===== config.mk =====
export PLATFORM = sky130hd
export DESIGN_NAME = ks_data_path_gen
export DESIGN_NICKNAME = d
export VERILOG_FILES = /design/src/rtl/k_and_s_pkg.sv /design/src/rtl/ks_mul_iter.sv /design/src/rtl/ks_data_path_gen.sv
export SDC_FILE = /design/constraint.sdc
export NUM_CORES = 1
export LEC_CHECK = 0
export ABC_AREA = 0
export CELL_PAD_IN_SITES_DETAIL_PLACEMENT = 1
export CELL_PAD_IN_SITES_GLOBAL_PLACEMENT = 2
export CORE_MARGIN = 2
export CORE_UTILIZATION = 37
export DETAILED_ROUTE_END_ITERATION = 10
export GPL_TIMING_DRIVEN = 0
export PLACE_DENSITY = 0.87
export SLEW_MARGIN = 25
export SYNTH_ARGS = -nofsm -noshare
export SYNTH_HDL_FRONTEND = slang
export SYNTH_HIERARCHICAL = 1
export SYNTH_SLANG_ARGS = --single-unit

===== constraint.sdc =====
create_clock -name clk -period 5.3 [get_ports clk]
set_input_delay 1.06 -clock clk [delete_from_list [all_inputs] [get_ports clk]]
set_output_delay 1.06 -clock clk [all_outputs]
set_load 0.02 [all_outputs]

===== src/rtl/k_and_s_pkg.sv =====
// Shared types for the K&S data path: decoded instruction enum, ALU operation codes,
// multiplier FSM states and the 8-bit opcode encodings.
package k_and_s_pkg;

  typedef enum logic [4:0] {
    I_NOP,
    I_LOAD,
    I_STORE,
    I_MOVE,
    I_ADD,
    I_SUB,
    I_AND,
    I_OR,
    I_BRANCH,
    I_BZERO,
    I_BNEG,
    I_BOV,
    I_BNOV,
    I_BNNEG,
    I_HALT,
    I_MUL,
    I_SHL,
    I_SHR
  } decoded_instruction_type;

  typedef enum logic [2:0] {
    OP_OR     = 3'b000,
    OP_ADD    = 3'b001,
    OP_SUB    = 3'b010,
    OP_AND    = 3'b011,
    OP_SHL    = 3'b100,
    OP_SHR    = 3'b101,
    OP_MUL    = 3'b110,
    OP_PASS_A = 3'b111
  } alu_op_t;

  typedef enum logic [1:0] {
    MUL_IDLE = 2'd0,
    MUL_RUN  = 2'd1,
    MUL_DONE = 2'd2
  } mul_state_t;

  localparam logic [7:0] OPC_LOAD   = 8'h81;
  localparam logic [7:0] OPC_STORE  = 8'h82;
  localparam logic [7:0] OPC_MOVE   = 8'h91;
  localparam logic [7:0] OPC_ADD    = 8'hA1;
  localparam logic [7:0] OPC_SUB    = 8'hA2;
  localparam logic [7:0] OPC_AND    = 8'hA3;
  localparam logic [7:0] OPC_OR     = 8'hA4;
  localparam logic [7:0] OPC_MUL    = 8'hA5;
  localparam logic [7:0] OPC_SHL    = 8'hA6;
  localparam logic [7:0] OPC_SHR    = 8'hA7;
  localparam logic [7:0] OPC_BRANCH = 8'h01;
  localparam logic [7:0] OPC_BZERO  = 8'h02;
  localparam logic [7:0] OPC_BNEG   = 8'h03;
  localparam logic [7:0] OPC_BOV    = 8'h05;
  localparam logic [7:0] OPC_BNOV   = 8'h06;
  localparam logic [7:0] OPC_BNNEG  = 8'h0A;
  localparam logic [7:0] OPC_HALT   = 8'hFF;

endpackage


===== src/rtl/ks_mul_iter.sv =====
// Iterative shift-add multiplier: one partial product per cycle for DATA_W cycles.
// Handshake: start is accepted only in IDLE; busy spans the DATA_W shift-add cycles, done pulses once with product valid.
module ks_mul_iter
  import k_and_s_pkg::*;
#(
  parameter int DATA_W = 16
) (
  input  logic                  clk,
  input  logic                  rst,
  input  logic                  start,
  input  logic [DATA_W-1:0]     a,
  input  logic [DATA_W-1:0]     b,
  output logic                  busy,
  output logic                  done,
  output logic [2*DATA_W-1:0]   product
);

  localparam int CNT_W = $clog2(DATA_W);

  mul_state_t            state;
  mul_state_t            next_state;
  logic [2*DATA_W-1:0]   acc;
  logic [2*DATA_W-1:0]   mcand;
  logic [DATA_W-1:0]     mplier;
  logic [CNT_W-1:0]      cnt;
  logic                  last_step;

  assign last_step = (cnt == CNT_W'(DATA_W - 1));

  always_ff @(posedge clk or posedge rst) begin
    if (rst) begin
      state <= MUL_IDLE;
    end else begin
      state <= next_state;
    end
  end

  always_comb begin
    next_state = state;
    case (state)
      MUL_IDLE: if (start) next_state = MUL_RUN;
      MUL_RUN:  if (last_step) next_state = MUL_DONE;
      MUL_DONE: next_state = MUL_IDLE;
      default:  next_state = MUL_IDLE;
    endcase
  end

  always_comb begin
    busy = (state == MUL_RUN);
    done = (state == MUL_DONE);
  end

  // The accumulator doubles as the result register, so it holds until the next accepted start.
  always_ff @(posedge clk or posedge rst) begin
    if (rst) begin
      acc    <= '0;
      mcand  <= '0;
      mplier <= '0;
      cnt    <= '0;
    end else if (state == MUL_IDLE && start) begin
      acc    <= '0;
      mcand  <= {{DATA_W{1'b0}}, a};
      mplier <= b;
      cnt    <= '0;
    end else if (state == MUL_RUN) begin
      if (mplier[0]) acc <= acc + mcand;
      mcand  <= mcand << 1;
      mplier <= mplier >> 1;
      cnt    <= cnt + CNT_W'(1);
    end
  end

  assign product = acc;

endmodule


===== src/rtl/ks_data_path_gen.sv =====
// K&S data path: IR, PC, register bank, ALU (with shifts) and flag register.
// Macro KS_DP_MUL_EN adds the MUL opcode and the iterative multiplier.
module ks_data_path_gen
  import k_and_s_pkg::*;
#(
  parameter int DATA_W   = 16,
  parameter int NUM_REGS = 4,
  parameter int ADDR_W   = 5
) (
  input  logic                    clk,
  input  logic                    rst,
  input  logic                    branch,
  input  logic                    pc_enable,
  input  logic                    ir_enable,
  input  logic                    addr_sel,
  input  logic                    c_sel,
  input  logic                    write_reg_enable,
  input  logic                    flags_reg_enable,
  input  logic [2:0]              operation,
  input  logic                    alu_start,
  output logic                    alu_busy,
  output logic                    alu_done,
  output decoded_instruction_type decoded_instruction,
  output logic                    zero_op,
  output logic                    neg_op,
  output logic                    unsigned_overflow,
  output logic                    signed_overflow,
  output logic [ADDR_W-1:0]       ram_addr,
  output logic [DATA_W-1:0]       data_out,
  input  logic [DATA_W-1:0]       data_in
);

  localparam int RS = $clog2(NUM_REGS);

  logic [DATA_W-1:0] ir;
  logic [ADDR_W-1:0] pc;
  logic [DATA_W-1:0] regs [NUM_REGS];
  logic [7:0]        opcode;
  logic [RS-1:0]     a_addr;
  logic [RS-1:0]     b_addr;
  logic [RS-1:0]     c_addr;
  logic [ADDR_W-1:0] mem_addr;
  logic              rrr_fmt;
  logic [DATA_W-1:0] bus_a;
  logic [DATA_W-1:0] bus_b;
  logic [DATA_W-1:0] bus_c;
  logic [DATA_W-1:0] alu_out;
  logic              alu_uov;
  logic              alu_sov;
  logic [DATA_W-1:0] b_op;
  logic              cin;
  logic [DATA_W:0]   sum_ext;
  logic              carry_into_msb;
  alu_op_t           op;
  logic              unused_ir_bits;

  assign opcode         = ir[DATA_W-1 -: 8];
  assign op             = alu_op_t'(operation);
  assign unused_ir_bits = ^ir;

  always_comb begin
    decoded_instruction = I_NOP;
    a_addr   = '0;
    b_addr   = '0;
    c_addr   = '0;
    mem_addr = '0;
    rrr_fmt  = 1'b0;
    case (opcode)
      OPC_LOAD: begin
        decoded_instruction = I_LOAD;
        mem_addr = ir[ADDR_W-1:0];
        c_addr   = ir[ADDR_W+RS-1:ADDR_W];
      end
      OPC_STORE: begin
        decoded_instruction = I_STORE;
        mem_addr = ir[ADDR_W-1:0];
        c_addr   = ir[ADDR_W+RS-1:ADDR_W];
        a_addr   = ir[ADDR_W+RS-1:ADDR_W];
      end
      OPC_MOVE: begin
        decoded_instruction = I_MOVE;
        c_addr = ir[2*RS-1:RS];
        a_addr = ir[RS-1:0];
        b_addr = ir[RS-1:0];
      end
      OPC_ADD: begin decoded_instruction = I_ADD; rrr_fmt = 1'b1; end
      OPC_SUB: begin decoded_instruction = I_SUB; rrr_fmt = 1'b1; end
      OPC_AND: begin decoded_instruction = I_AND; rrr_fmt = 1'b1; end
      OPC_OR:  begin decoded_instruction = I_OR;  rrr_fmt = 1'b1; end
      OPC_SHL: begin decoded_instruction = I_SHL; rrr_fmt = 1'b1; end
      OPC_SHR: begin decoded_instruction = I_SHR; rrr_fmt = 1'b1; end
`ifdef KS_DP_MUL_EN
      OPC_MUL: begin decoded_instruction = I_MUL; rrr_fmt = 1'b1; end
`endif
      OPC_BRANCH: begin decoded_instruction = I_BRANCH; mem_addr = ir[ADDR_W-1:0]; end
      OPC_BZERO:  begin decoded_instruction = I_BZERO;  mem_addr = ir[ADDR_W-1:0]; end
      OPC_BNEG:   begin decoded_instruction = I_BNEG;   mem_addr = ir[ADDR_W-1:0]; end
      OPC_BOV:    begin decoded_instruction = I_BOV;    mem_addr = ir[ADDR_W-1:0]; end
      OPC_BNOV:   begin decoded_instruction = I_BNOV;   mem_addr = ir[ADDR_W-1:0]; end
      OPC_BNNEG:  begin decoded_instruction = I_BNNEG;  mem_addr = ir[ADDR_W-1:0]; end
      OPC_HALT:   decoded_instruction = I_HALT;
      default:    decoded_instruction = I_NOP;
    endcase
    if (rrr_fmt) begin
      a_addr = ir[RS-1:0];
      b_addr = ir[2*RS-1:RS];
      c_addr = ir[3*RS-1:2*RS];
    end
  end

  assign bus_a    = regs[a_addr];
  assign bus_b    = regs[b_addr];
  assign bus_c    = c_sel ? alu_out : data_in;
  assign data_out = bus_a;
  assign ram_addr = addr_sel ? mem_addr : pc;

`ifdef KS_DP_MUL_EN
  logic [2*DATA_W-1:0] product;

  ks_mul_iter #(.DATA_W(DATA_W)) u_mul (
    .clk     (clk),
    .rst     (rst),
    .start   (alu_start && (op == OP_MUL)),
    .a       (bus_a),
    .b       (bus_b),
    .busy    (alu_busy),
    .done    (alu_done),
    .product (product)
  );
`else
  logic unused_alu_start;
  assign unused_alu_start = alu_start;
  assign alu_busy = 1'b0;
  assign alu_done = 1'b0;
`endif

  // SUB reuses the adder as a + ~b + 1; carry into the MSB is recovered from the sum bit.
  always_comb begin
    alu_out = '0;
    alu_uov = 1'b0;
    alu_sov = 1'b0;
    b_op    = (op == OP_SUB) ? ~bus_b : bus_b;
    cin     = (op == OP_SUB);
    sum_ext = {1'b0, bus_a} + {1'b0, b_op} + {{DATA_W{1'b0}}, cin};
    carry_into_msb = sum_ext[DATA_W-1] ^ bus_a[DATA_W-1] ^ b_op[DATA_W-1];
    case (op)
      OP_OR:  alu_out = bus_a | bus_b;
      OP_AND: alu_out = bus_a & bus_b;
      OP_ADD, OP_SUB: begin
        alu_out = sum_ext[DATA_W-1:0];
        alu_uov = sum_ext[DATA_W];
        alu_sov = carry_into_msb ^ sum_ext[DATA_W];
      end
      OP_SHL: begin
        alu_out = {bus_a[DATA_W-2:0], 1'b0};
        alu_uov = bus_a[DATA_W-1];
        alu_sov = bus_a[DATA_W-1] ^ bus_a[DATA_W-2];
      end
      OP_SHR: begin
        alu_out = {1'b0, bus_a[DATA_W-1:1]};
        alu_uov = bus_a[0];
      end
`ifdef KS_DP_MUL_EN
      OP_MUL: begin
        alu_out = product[DATA_W-1:0];
        alu_uov = |product[2*DATA_W-1:DATA_W];
        alu_sov = (|product[2*DATA_W-1:DATA_W]) | product[DATA_W-1];
      end
`endif
      default: alu_out = bus_a;
    endcase
  end

  // PC, IR and registers all sample pre-edge values, so simultaneous enables are safe.
  always_ff @(posedge clk or posedge rst) begin
    if (rst) begin
      pc <= '0;
      ir <= '0;
    end else begin
      if (pc_enable) pc <= branch ? mem_addr : pc + ADDR_W'(1);
      if (ir_enable) ir <= data_in;
    end
  end

  always_ff @(posedge clk or posedge rst) begin
    if (rst) begin
      for (int i = 0; i < NUM_REGS; i++) regs[i] <= '0;
    end else if (write_reg_enable) begin
      regs[c_addr] <= bus_c;
    end
  end

  always_ff @(posedge clk or posedge rst) begin
    if (rst) begin
      zero_op           <= 1'b0;
      neg_op            <= 1'b0;
      unsigned_overflow <= 1'b0;
      signed_overflow   <= 1'b0;
    end else if (flags_reg_enable) begin
      zero_op           <= ~|alu_out;
      neg_op            <= alu_out[DATA_W-1];
      unsigned_overflow <= alu_uov;
      signed_overflow   <= alu_sov;
    end
  end

endmodule


### Word-level counts from Yosys, hierarchy flattened

Cells that the tools add are included.

| word-level totals | value |
|---|---|
| RAM bits | 0 |
| output and inout port bits | 32 |
| memories | 0 |
| latch bits | 0 |
| register bits after elaboration | 89 |
| memory bits (read-only) | 0 |

| cells by class | value |
|---|---|
| reductions and logical operators | 8 |
| divide/modulo/power cells | 0 |
| $mul | 0 |
| add/subtract/negate cells | 3 |
| bitwise logic cells | 10 |
| muxes and demuxes | 25 |
| magnitude comparators | 4 |
| equality and inequality tests | 21 |
| shifts and indexed selects | 0 |

Operator list:

| kind | count |
|---|---|
| $mux W16 | 7 |
| $eq A8 B8 Y1 const B | 10 |
| $pmux W16 S5 | 1 |
| $pmux W5 S16 | 1 |
| $bmux W16 S2 | 2 |
| $bwmux W64 | 1 |
| $demux W16 S2 | 1 |
| $add A16 B16 Y17 | 1 |
| $add A17 B1 Y17 | 1 |
| $and A16 B16 Y16 | 1 |
| $eq A8 B2 Y1 const B | 2 |
| $eq A8 B3 Y1 const B | 2 |
| $not A16 Y16 | 1 |
| $or A16 B16 Y16 | 1 |
| $reduce_or A16 Y1 | 1 |
| $mux W5 | 3 |
| $ge A3 B3 Y1 const B | 3 |
| $not A2 Y3 | 3 |
| $eq A8 B1 Y1 const B | 1 |
| $eq A8 B4 Y1 const B | 1 |
| $mux W2 | 4 |
| $pmux W2 S2 | 2 |
| $reduce_or A8 Y1 | 1 |
| $eq A3 B2 Y1 const B | 2 |
| other kinds (13) | 18 |

### Longest topological paths before layout

Gate-level depths: netlist of run 1.

| depth | value |
|---|---|
| word-level depth | 16 |
| depth in mapped cells | 22 |

### Worst setup path before layout of run 1

Ideal clock, no wire load.

| path | value |
|---|---|
| path type | input to register |
| start point | input port operation[0] |
| end point | register regs[46] (netlist name) |
| setup time | 125 ps |
| arrival time | 4,803 ps |
| buffers on the path | 2 |
| slack | 373 ps |
| stages | 17 |
| required time | 5,175 ps |
| path through | clkbuf_1 clkinv_1 nand2_1 clkbuf_1 xnor2_1 fa_1 a211oi_1 o211ai_1 a41o_1 a21oi_1 o21ai_0 xnor2_1 nor2_1 or3_1 a21oi_1 a21oi_1 mux2_2 |

| between the ends | value |
|---|---|
| cells in the longest elaborated chain, start to end | 7 |

RTL lines:

| what | RTL line | RTL |
|---|---|---|
| start, declared | ks_data_path_gen.sv:19 | `input logic [2:0] operation,` |
| $eq A3 B2 Y1 | ks_data_path_gen.sv:142, ks_data_path_gen.sv:143, ks_data_path_gen.sv:146 |  |
| $mux W16 | ks_data_path_gen.sv:142 | `b_op = (op == OP_SUB) ? ~bus_b : bus_b;` |
| $add A16 B16 Y17 | ks_data_path_gen.sv:144 | `sum_ext = {1'b0, bus_a} + {1'b0, b_op} + {{DATA_W{1'b0}}, cin};` |
| $add A17 B1 Y17 | ks_data_path_gen.sv:144 |  |
| $pmux W16 S5 * | ks_data_path_gen.sv:146 | `case (op)` |
| $mux W16 * | ks_data_path_gen.sv:113 | `assign bus_c = c_sel ? alu_out : data_in;` |
| $bwmux W64 * | ks_data_path_gen.sv:189 | `regs[c_addr] <= bus_c;` |
| end signal, assigned by index | ks_data_path_gen.sv:189 |  |
| end, declared | ks_data_path_gen.sv:37 | `logic [DATA_W-1:0] regs [NUM_REGS];` |

Every way passes the cells marked *; elsewhere a longest branch is shown, timed or not.
A chain may end at the register's enable or synchronous reset.

### Final worst setup path of run 1

| path | value |
|---|---|
| start point | register ir[14] |
| end point | register regs[58] (netlist name) |

| between the ends | value |
|---|---|
| cells in the longest elaborated chain, start to end | 15 |

RTL lines:

| what | RTL line | RTL |
|---|---|---|
| start, declared | ks_data_path_gen.sv:35 | `logic [DATA_W-1:0] ir;` |
| start signal, assigned | ks_data_path_gen.sv:181 | `if (ir_enable) ir <= data_in;` |
| $eq A8 B8 Y1 | ks_data_path_gen.sv:68 | `case (opcode)` |
| $reduce_or A6 Y1 (no line) | n/a |  |
| $mux W1 | ks_data_path_gen.sv:68 |  |
| $mux W2 | ks_data_path_gen.sv:104 | `if (rrr_fmt) begin` |
| $not A2 Y3 (implied by the code) | ks_data_path_gen.sv:112 | `assign bus_b = regs[b_addr];` |
| $bmux W16 S2 | ks_data_path_gen.sv:112 |  |
| $mux W16 (implied by the code) (2 in a row) | ks_data_path_gen.sv:112 |  |
| $not A16 Y16 | ks_data_path_gen.sv:142 |  |
| $mux W16 | ks_data_path_gen.sv:142 |  |
| $add A16 B16 Y17 | ks_data_path_gen.sv:144 |  |
| $add A17 B1 Y17 | ks_data_path_gen.sv:144 |  |
| $pmux W16 S5 | ks_data_path_gen.sv:146 |  |
| $mux W16 | ks_data_path_gen.sv:113 |  |
| $bwmux W64 * | ks_data_path_gen.sv:189 |  |

Every way passes the cells marked *; elsewhere a longest branch is shown, timed or not. The select of a mux whose other input is x is not followed.

==> results.yml, run 1 <==
power_and_ir_drop:
  ir_drop_mv: 0.161
  power.density_nw_per_um2: 390
  leakage_nw: 3.57
  finalPower_mw: 3.43
global_routing:
  grt_overflow: 0
  top_usage_layer: "met2"
  grt_first_pass_wirelength_mm: 40.8
  grt_max_degree: 52
  grtUsageMet1_pct: 34.9
  antenna_found_initial: 1
  use_met3_pct: 3.17
  grt_pass1_vias: 7062
  grt_use_met2_pct: 43.9
  grt_use_total_pct: 25.9
yosys:
  synth_top_area_share_pct: 30.4
  yosys-top-cells-area: "dfrtp_1 30%, mux2i_1 9.4%, mux2_2 9.3%, o21ai_0 4.7%, nand2_1 4.4%"
  synthesis.area_um2: 7240
  ys_seq_elements: 88
  ys_async_sr_fraction_pct: 100
  ys_warn_count: 6
  avgSynthCellArea_um2: 8.76
  synth_ff_type: "dfrtp_1"
  yosysSeqAreaShare_pct: 30.4
  synth-edff-count: 0
  synth.distinct_cells: 82
  synth_top_area_cell: "dfrtp_1"
  synthCells: 826
floorplanning:
  num_rows: 51
  pin_count: 61
  die_area_um2: 20700
  die_w_um: 144
  die_h_um: 144
  start_util_pct: 37.4
  coreArea_um2: 19300
timing:
  worst_pin_slew_ps: 735
  hold_violations: 0
  max_freq_mhz: 197
  fin_crit_sh_pct: 95.5
  setup_viol: 0
  period_minus_slack_ps: 5060
  fin_skew_ps: 11.5
  setup-tns-final_ps: 0
  slew_headroom_pct: 51.0
  drv_slew: 0
setup_path:
  cp.required_ps: 5530
  critPathSlowestCell: "dfrtp_1"
  crit_type: "reg2reg"
  start_kind: "register"
  worstPathArrival_ps: 5290
  cp-end-kind: "register"
  critPathMaxFanout: 10
  path_delay_family: "compound AO/OA/AOI/OAI gates"
  max_stage_delay_ps: 490
  critPathBufInv: 5
  crit_chain: "and4bb_2 > and3_1 > a211o_1 > buf_6 > buf_8 > buf_6 > a211oi_2 > a21o_1 > inv_1 > ha_1 > a21oi_1 > a21oi_1 > a41o_1 > buf_4 > xor2_1 > a32oi_1 > o221a_2 > o21ai_0 > mux2_2 > mux2_2"
outcome:
  outcome: "finished, final reports clean"
cts:
  cts_tree: "built"
  clockRootBuffer: "clkbuf_16"
  clkSinkCount: 88
  hold_buffers: 0
  clk_pin_slew_ps: 70
  cts_max_path_buffers: 2
  cts-buffers-inserted: 9
  clk_latency_ps: 340
  htree_levels: 3
placement:
  io_buffers: 52
  placedCellCount: 1145
  dpl.hpwl_mm: 20.2
  gp_congestion: 0.905
route:
  ant_nets: 0
  wl_per_cell_um: 22.6
  avgViaCountPerCell: 5.88
  route.detailed.drc: 0
  drt_iter0_markers: 512
  dr.pass1.iters: 5
  wl_mm: 26.5
  vias: 6901
layout:
  n_antenna_cell: 0
  stdcell_count: 1173
  nets: 949
  drive_gt1_share_pct: 18.8
  synthToLayoutAreaGrowth_pct: 21.4
  nFillCells: 2264
worst_hold_path:
  hold_path.class: "reg2reg"
run:
  maxCapViolations: 0
-- power by group --
group	switching (mW)	internal (mW)	total, mW
clock	0.278	0.318	0.596
combinational	1.10	0.766	1.87
sequential	0.140	0.823	0.963
-- repair_timing --
item / 4_1_cts / 5_1_grt
setup buffers: 2 / 10
gates cloned: 0 / 0
gates resized for setup: 26 / 38
hold endpoints to repair: 0 / 0
pin swaps: 2 / 6
setup endpoints to repair: 36 / 30
-- final cells by class --
| class | count | area (um2) | share of cell area (%) |
|---|---|---|---|
| Multi-Input combinational cell | 660 | 4920 | 56.0 |
| Sequential cell | 88 | 2200 | 25.1 |
| Timing Repair Buffer | 65 | 638 | 7.26 |
| Tap cell | 265 | 332 | 3.77 |
| Buffer | 54 | 319 | 3.63 |
| Clock buffer | 9 | 225 | 2.56 |
| Inverter | 25 | 100 | 1.14 |
| Clock inverter | 7 | 45.0 | 0.513 |
-- synth_stat cells, types with 8 or more instances --
library cell and instances:
nor3_1 11, mux2_2 60, nand2_1 85, buf_1 8
xnor2_1 24, dfrtp_1 88, clkbuf_1 26, nand4_1 8
inv_1 22, nand3_1 38, ha_1 16, buf_4 8
mux2i_1 68, o21ai_0 68, a31oi_1 8, a21oi_1 49
and3_1 10, or3_1 8, a21o_1 13, o211ai_1 11
nor2_1 55
-- logic make-up after synthesis --
group / after synthesis / share of synthesized area (%)
and+or+nand+nor: 242 / 16.1
AOI/OAI and AO/OA: 238 / 22.1
muxes: 130 / 19.1
DFF: 88 / 30.4
buffers and inverters: 79 / 5.24
xor gates and xnor gates: 31 / 3.86
adders and majority gates: 17 / 3.04
other: 1 / 0.0518
-- layer usage --
layer / part of all wire (%) / wire (um)
met1: 45 / 12000
met2: 48 / 12700
met3: 4.9 / 1300
met4: 2.2 / 574
met5: 0 / 0
-- final timing paths --
path,from,to,slack [ps],cells past startpoint
setup / recovery,ir[14],regs[58],240,20
hold / removal,signed_overflow,signed_overflow,510,1
setup reg to reg,ir[14],regs[58],240,20
hold reg to reg,signed_overflow,signed_overflow,510,1
max in group asynchronous,rst,ir[13],3590,3
min in group asynchronous,rst,pc[2],1090,2
-- state kept, by name, summed over array words and instances, names as in the netlist --
name,count
ir,15
neg_op,1
regs,64
signed_overflow,1
unsigned_overflow,1
pc,5
zero_op,1
-- per-stage QoR --
step,instance area [um2],setup WS (ps),utilization (%),hold slack [ps]
3_3_place_gp,8090,-997,41.9,485
6_report,8790,236,45.4,507
2_1_floorplan,7240,373,-,465
3_5_place_dp,8130,-1080,42.0,492
5_1_grt,8790,-0.0102,45.4,528
4_1_cts,8510,15.6,44.0,508
-- cells in the final DEF, fill, tap and decap left out, types with 4 or more instances in the layout --
| cell | instances |
|---|---|
| a211o_1 | 6 |
| o221ai_1 | 5 |
| nand2_1 | 83 |
| clkbuf_16 | 9 |
| a22oi_1 | 5 |
| and3_1 | 10 |
| inv_1 | 21 |
| clkinv_2 | 5 |
| dfrtp_1 | 86 |
| o2111ai_1 | 4 |
| a31oi_1 | 7 |
| o21ai_0 | 65 |
| buf_6 | 7 |
| xnor2_1 | 24 |
| a211oi_1 | 5 |
| nand4_1 | 8 |
| mux2i_4 | 4 |
| a32oi_1 | 4 |
| xor2_1 | 6 |
| o21ai_1 | 5 |
| and2_1 | 5 |
| or3_1 | 8 |
| a21oi_1 | 45 |
| nor2_1 | 55 |
| mux2_2 | 60 |
| a21o_1 | 13 |
| nand3_1 | 36 |
| ha_1 | 13 |
| clkdlybuf4s50_1 | 52 |
| buf_1 | 7 |
| a22o_1 | 6 |
| mux2i_2 | 7 |
| mux2i_1 | 58 |
| o211a_1 | 4 |
| nor3_1 | 11 |
| clkbuf_1 | 25 |
| buf_4 | 20 |
| o211ai_1 | 11 |
Power figures use the tool's default switching activity.
==> inputs of run 2 (changes only) <==
Settings changed: MAX_ROUTING_LAYER set to met4, SLEW_MARGIN 25 to unset.
==> results.yml, run 2 (same netlist as run 1, synthesis figures left out) <==
placement:
  gp_congestion: 0.920
  io_buffers: 52
  dpl.hpwl_mm: 20.2
timing:
  fin_skew_ps: 7.77
  max_freq_mhz: 197
  setup_viol: 0
  setup-tns-final_ps: 0
  period_minus_slack_ps: 5070
  whs_ps: 501
  worst_pin_slew_ps: 1040
  rsz0062_at_grt: "false"
  slew_headroom_pct: 30.2
  hold_violations: 0
  fin_crit_sh_pct: 95.6
  drv_slew: 0
setup_path:
  crit_type: "reg2reg"
  critPathMaxFanout: 10
  worstPathArrival_ps: 5290
  cp.required_ps: 5520
  start_kind: "register"
  cp-end-kind: "register"
route:
  wirelength_met1_mm: 12.0
  highest_layer: "met4"
  wl_per_cell_um: 22.9
  drt_iter0_markers: 444
  avgViaCountPerCell: 5.93
  ant_nets: 0
  dr_wl_met3_mm: 1.26
  route.detailed.drc: 0
  dr.pass1.iters: 5
  dr_wl_met2_mm: 12.9
  vias: 6909
  wl_mm: 26.7
cts:
  htree_levels: 3
  clk_pin_slew_ps: 70
  hold_buffers: 0
  cts-buffers-inserted: 9
  clkSinkCount: 88
  cts_max_path_buffers: 2
  cts_tree: "built"
  clockRootBuffer: "clkbuf_16"
  clk_latency_ps: 340
layout:
  n_antenna_cell: 0
  largest_reg_flops: 64
  top_regs: "regs (64), ir (15), pc (5)"
  nets: 942
  synthToLayoutAreaGrowth_pct: 21.4
  final_cell_mix: "85 x dfrtp_1, 83 x nand2_1, 66 x o21ai_0, 60 x mux2_2, 56 x mux2i_1"
  top_register: "regs"
  nFillCells: 2249
  final_common_cell: "dfrtp_1"
  drive_gt1_share_pct: 18.3
global_routing:
  grt_max_degree: 52
  grt_overflow: 0
  grt_pass1_vias: 7134
  antenna_found_initial: 0
  grt_first_pass_wirelength_mm: 41.2
  grt_use_total_pct: 26.9
power_and_ir_drop:
  leakage_nw: 3.56
  ir_drop_mv: 0.162
  power.density_nw_per_um2: 392
  finalPower_mw: 3.45
floorplanning:
  die_w_um: 144
  die_h_um: 144
  num_rows: 51
  die_area_um2: 20700
  pin_count: 61
  coreArea_um2: 19300
  start_util_pct: 37.4
run:
  maxCapViolations: 0
outcome:
  outcome: "finished, final reports clean"
worst_hold_path:
  hold_path.class: "reg2reg"
==> run 2: cell types whose count changed in the layout (fill, tap and decap cells not counted), moves of 2 or more <==
cell | previous run | this run
buf_4 | 20 | 10
buf_6 | 7 | 10
ha_1 | 13 | 15
mux2i_1 | 58 | 56
mux2i_2 | 7 | 9
nor4_1 | 1 | 3
nor4_2 | 2 | 0
==> run 2: worst max-delay path: stages, from the launching register on <==
cell	delay [ps]
dfrtp_1	500
and4bb_2	320
and3_4	210
a211o_1	280
buf_6	160
buf_6	180
mux2i_1	140
mux2i_1	600
ha_1	350
buf_2	170
a21o_1	160
a41o_1	240
a21oi_2	200
o21ai_2	100
xnor2_1	180
nor2_1	60
or3_1	430
a21oi_4	180
a21oi_1	150
mux2_2	330
==> run 2: repair_timing <==
| item | in CTS | in global routing |
|---|---|---|
| setup buffers | 2 | 3 |
| pin swaps | 2 | 5 |
| setup endpoints to repair | 34 | 30 |
| gates resized for setup | 30 | 45 |
==> run 2: worst paths after layout <==
| kind | depth (start not counted) | slack [ps] | endpoint | from |
|---|---|---|---|---|
| worst max-delay path | 19 | 230 | regs[62] | ir[14] |
| worst max register to register | 19 | 230 | regs[62] | ir[14] |
| max in group asynchronous | 3 | 3530 | ir[11] | rst |
| worst min-delay path | 1 | 500 | signed_overflow | signed_overflow |
| worst min register to register | 1 | 500 | signed_overflow | signed_overflow |
| min in group asynchronous | 2 | 1110 | pc[2] | rst |
==> run 2: metal layers <==
metal	track usage (%)	up-vias
met5	-	-
met1	34.6	3467
li1	-	3195
met2	44.7	207
met3	3.13	40
met4	7.79	0
==> run 2: power breakdown <==
group | internal (mW) | total, mW | switching (mW) | leakage [nW]
Clock | 0.367 | 0.649 | 0.282 | 0.146
Combinational | 0.736 | 1.83 | 1.09 | 2.30
Sequential | 0.823 | 0.968 | 0.144 | 1.12
==> run 2: stage by stage <==
step,setup WS [ps],instances,cell area [um2],util (%)
final,235,1166,8790,45.4
after global routing,4.54,1166,8790,45.4
after CTS,1.72,1163,8550,44.2
after detailed placement,-1140,1145,8120,42.0
after global placement,-997,1144,8090,41.9
after floorplan,373,827,7240,-
==> run 2: area by class of cell <==
class                           instances  area [um2]  area share [%]
Inverter                               25        97.6            1.11
Tap cell                              265         332            3.77
Clock buffer                            9         225            2.56
Timing Repair Buffer                   58         586            6.66
Clock inverter                          7        70.1           0.797
Buffer                                 54         334            3.80
Multi-Input combinational cell        660        4940            56.2
Sequential cell                        88        2210            25.1
==> inputs of run 3 (changes only) <==
Settings changed: CTS_CLUSTER_SIZE set to 30, TNS_END_PERCENT set to 1.
==> results.yml, run 3 (same netlist as run 1, synthesis figures left out) <==
setup_path:
  critPathSlowestCell: "fa_2"
  start_kind: "register"
  crit_type: "reg2reg"
  max_stage_delay_ps: 430
  cp-end-kind: "register"
  cp.required_ps: 5530
  crit_chain: "buf_4 > nor4b_4 > buf_4 > nand3_4 > nand2_8 > buf_8 > mux2i_2 > mux2i_2 > xnor2_1 > fa_2 > a211oi_4 > o211ai_1 > a41o_1 > a21oi_2 > o21ai_2 > xnor2_1 > nor2_1 > or3_1 > a21oi_4 > a21oi_1 > mux2_2"
  critPathMaxFanout: 10
  worstPathArrival_ps: 5290
  reg2reg_slack_ps: 230
placement:
  dpl.hpwl_mm: 20.2
  dp_slack_ps: -1140
  gp_congestion: 0.920
  io_buffers: 52
route:
  wl_mm: 26.7
  vias: 6943
  drt_iter0_markers: 464
  route.detailed.drc: 0
  avgViaCountPerCell: 5.95
  ant_nets: 0
  dr.pass1.iters: 5
  wl_per_cell_um: 22.9
timing:
  drv_slew: 0
  fin_skew_ps: 9.25
  worst_pin_slew_ps: 1030
  setup-tns-final_ps: 0
  period_minus_slack_ps: 5070
  setup_viol: 0
  fin_crit_sh_pct: 95.6
  max_freq_mhz: 197
  timing.final.ws_setup_ps: 235
  hold_violations: 0
  slew_headroom_pct: 30.4
cts:
  clk_pin_slew_ps: 70
  clkSinkCount: 88
  htree_levels: 3
  cts_tree: "built"
  clk_latency_ps: 350
  clockRootBuffer: "clkbuf_16"
  cts_max_path_buffers: 2
  cts-buffers-inserted: 9
  hold_buffers: 0
global_routing:
  grt_first_pass_wirelength_mm: 41.2
  grt_max_degree: 52
  grt_use_total_pct: 26.9
  antenna_found_initial: 0
  grt_pass1_vias: 7134
  grt_overflow: 0
layout:
  largest_reg_flops: 64
  final_util_pct: 45.5
  final_common_cell: "dfrtp_1"
  top_register: "regs"
  n_antenna_cell: 0
  top_regs: "regs (64), ir (15), pc (5)"
  nets: 942
  final_cell_mix: "85 x dfrtp_1, 83 x nand2_1, 66 x o21ai_0, 60 x mux2_2, 57 x mux2i_1"
  drive_gt1_share_pct: 18.3
  synthToLayoutAreaGrowth_pct: 21.5
outcome:
  outcome: "finished, final reports clean"
floorplanning:
  start_util_pct: 37.4
  num_rows: 51
  die_h_um: 144
  pin_count: 61
  coreArea_um2: 19300
  die_area_um2: 20700
  die_w_um: 144
power_and_ir_drop:
  leakage_nw: 3.56
  ir_drop_mv: 0.164
  power.density_nw_per_um2: 392
run:
  maxCapViolations: 0
worst_hold_path:
  hold_path.class: "reg2reg"
-- run 3: report_power, final --
part           switching (mW)  internal, mW  leakage, nW  total (mW)
Clock                   0.282         0.366        0.146       0.648
Sequential              0.143         0.823         1.12       0.967
Combinational            1.10         0.735         2.29        1.83
Total                    1.52          1.93         3.56        3.45
-- run 3: stage by stage --
stage / hold slack, ps / cells / power [mW] / instance area, um2
global route: 529 / 1166 / 3.66 / 8790
CTS: 507 / 1163 / 3.35 / 8550
detailed placement: 491 / 1145 / 2.65 / 8120
global placement: 485 / 1144 / 2.61 / 8090
floorplan: 465 / 827 / 2.11 / 7240
finish: 502 / 1166 / 3.45 / 8790
-- run 3: per-layer routing --
layer | part of all wire (%) | GRT usage, % | vias to the layer above
met2 | 49 | 44.7 | 191
met3 | 4.0 | 3.13 | 33
met1 | 46 | 34.6 | 3514
met5 | 0 | - | -
met4 | 1.9 | 7.79 | 0
li1 | - | - | 3205
-- run 3: area by class of cell --
cell class,instances,area (um2)
Tap cell,265,332
Clock inverter,7,70.1
Clock buffer,9,225
Timing Repair Buffer,58,586
Buffer,54,334
Inverter,25,97.6
Fill cell,2250,10500
Sequential cell,88,2210
Multi-Input combinational cell,660,4940
-- run 3: worst paths after layout --
path,from,endpoint,cells past startpoint
min,signed_overflow,signed_overflow,1
max,ir[10],regs[62],21
min in group asynchronous,rst,pc[2],2
min reg2reg,signed_overflow,signed_overflow,1
max reg2reg,ir[10],regs[62],21
max in group asynchronous,rst,ir[11],3
-- run 3: worst max-delay path: cells and delay by family, from the launching register on --
kind | cells | cell delay (ps)
AO/OA/AOI/OAI | 7 | 1380
XOR/XNOR | 2 | 360
adder cells (fa/ha/maj) | 1 | 430
buffers and inverters | 3 | 560
flip-flops | 1 | 380
multiplexers | 3 | 710
AND/OR/NAND/NOR | 5 | 1100
-- run 3: what timing repair did --
action / in CTS / in global routing
setup buffers: 2 / 3
gates cloned: 0 / 0
gates resized for setup: 30 / 46
pin swaps: 2 / 4
setup endpoints to repair: 34 / 30
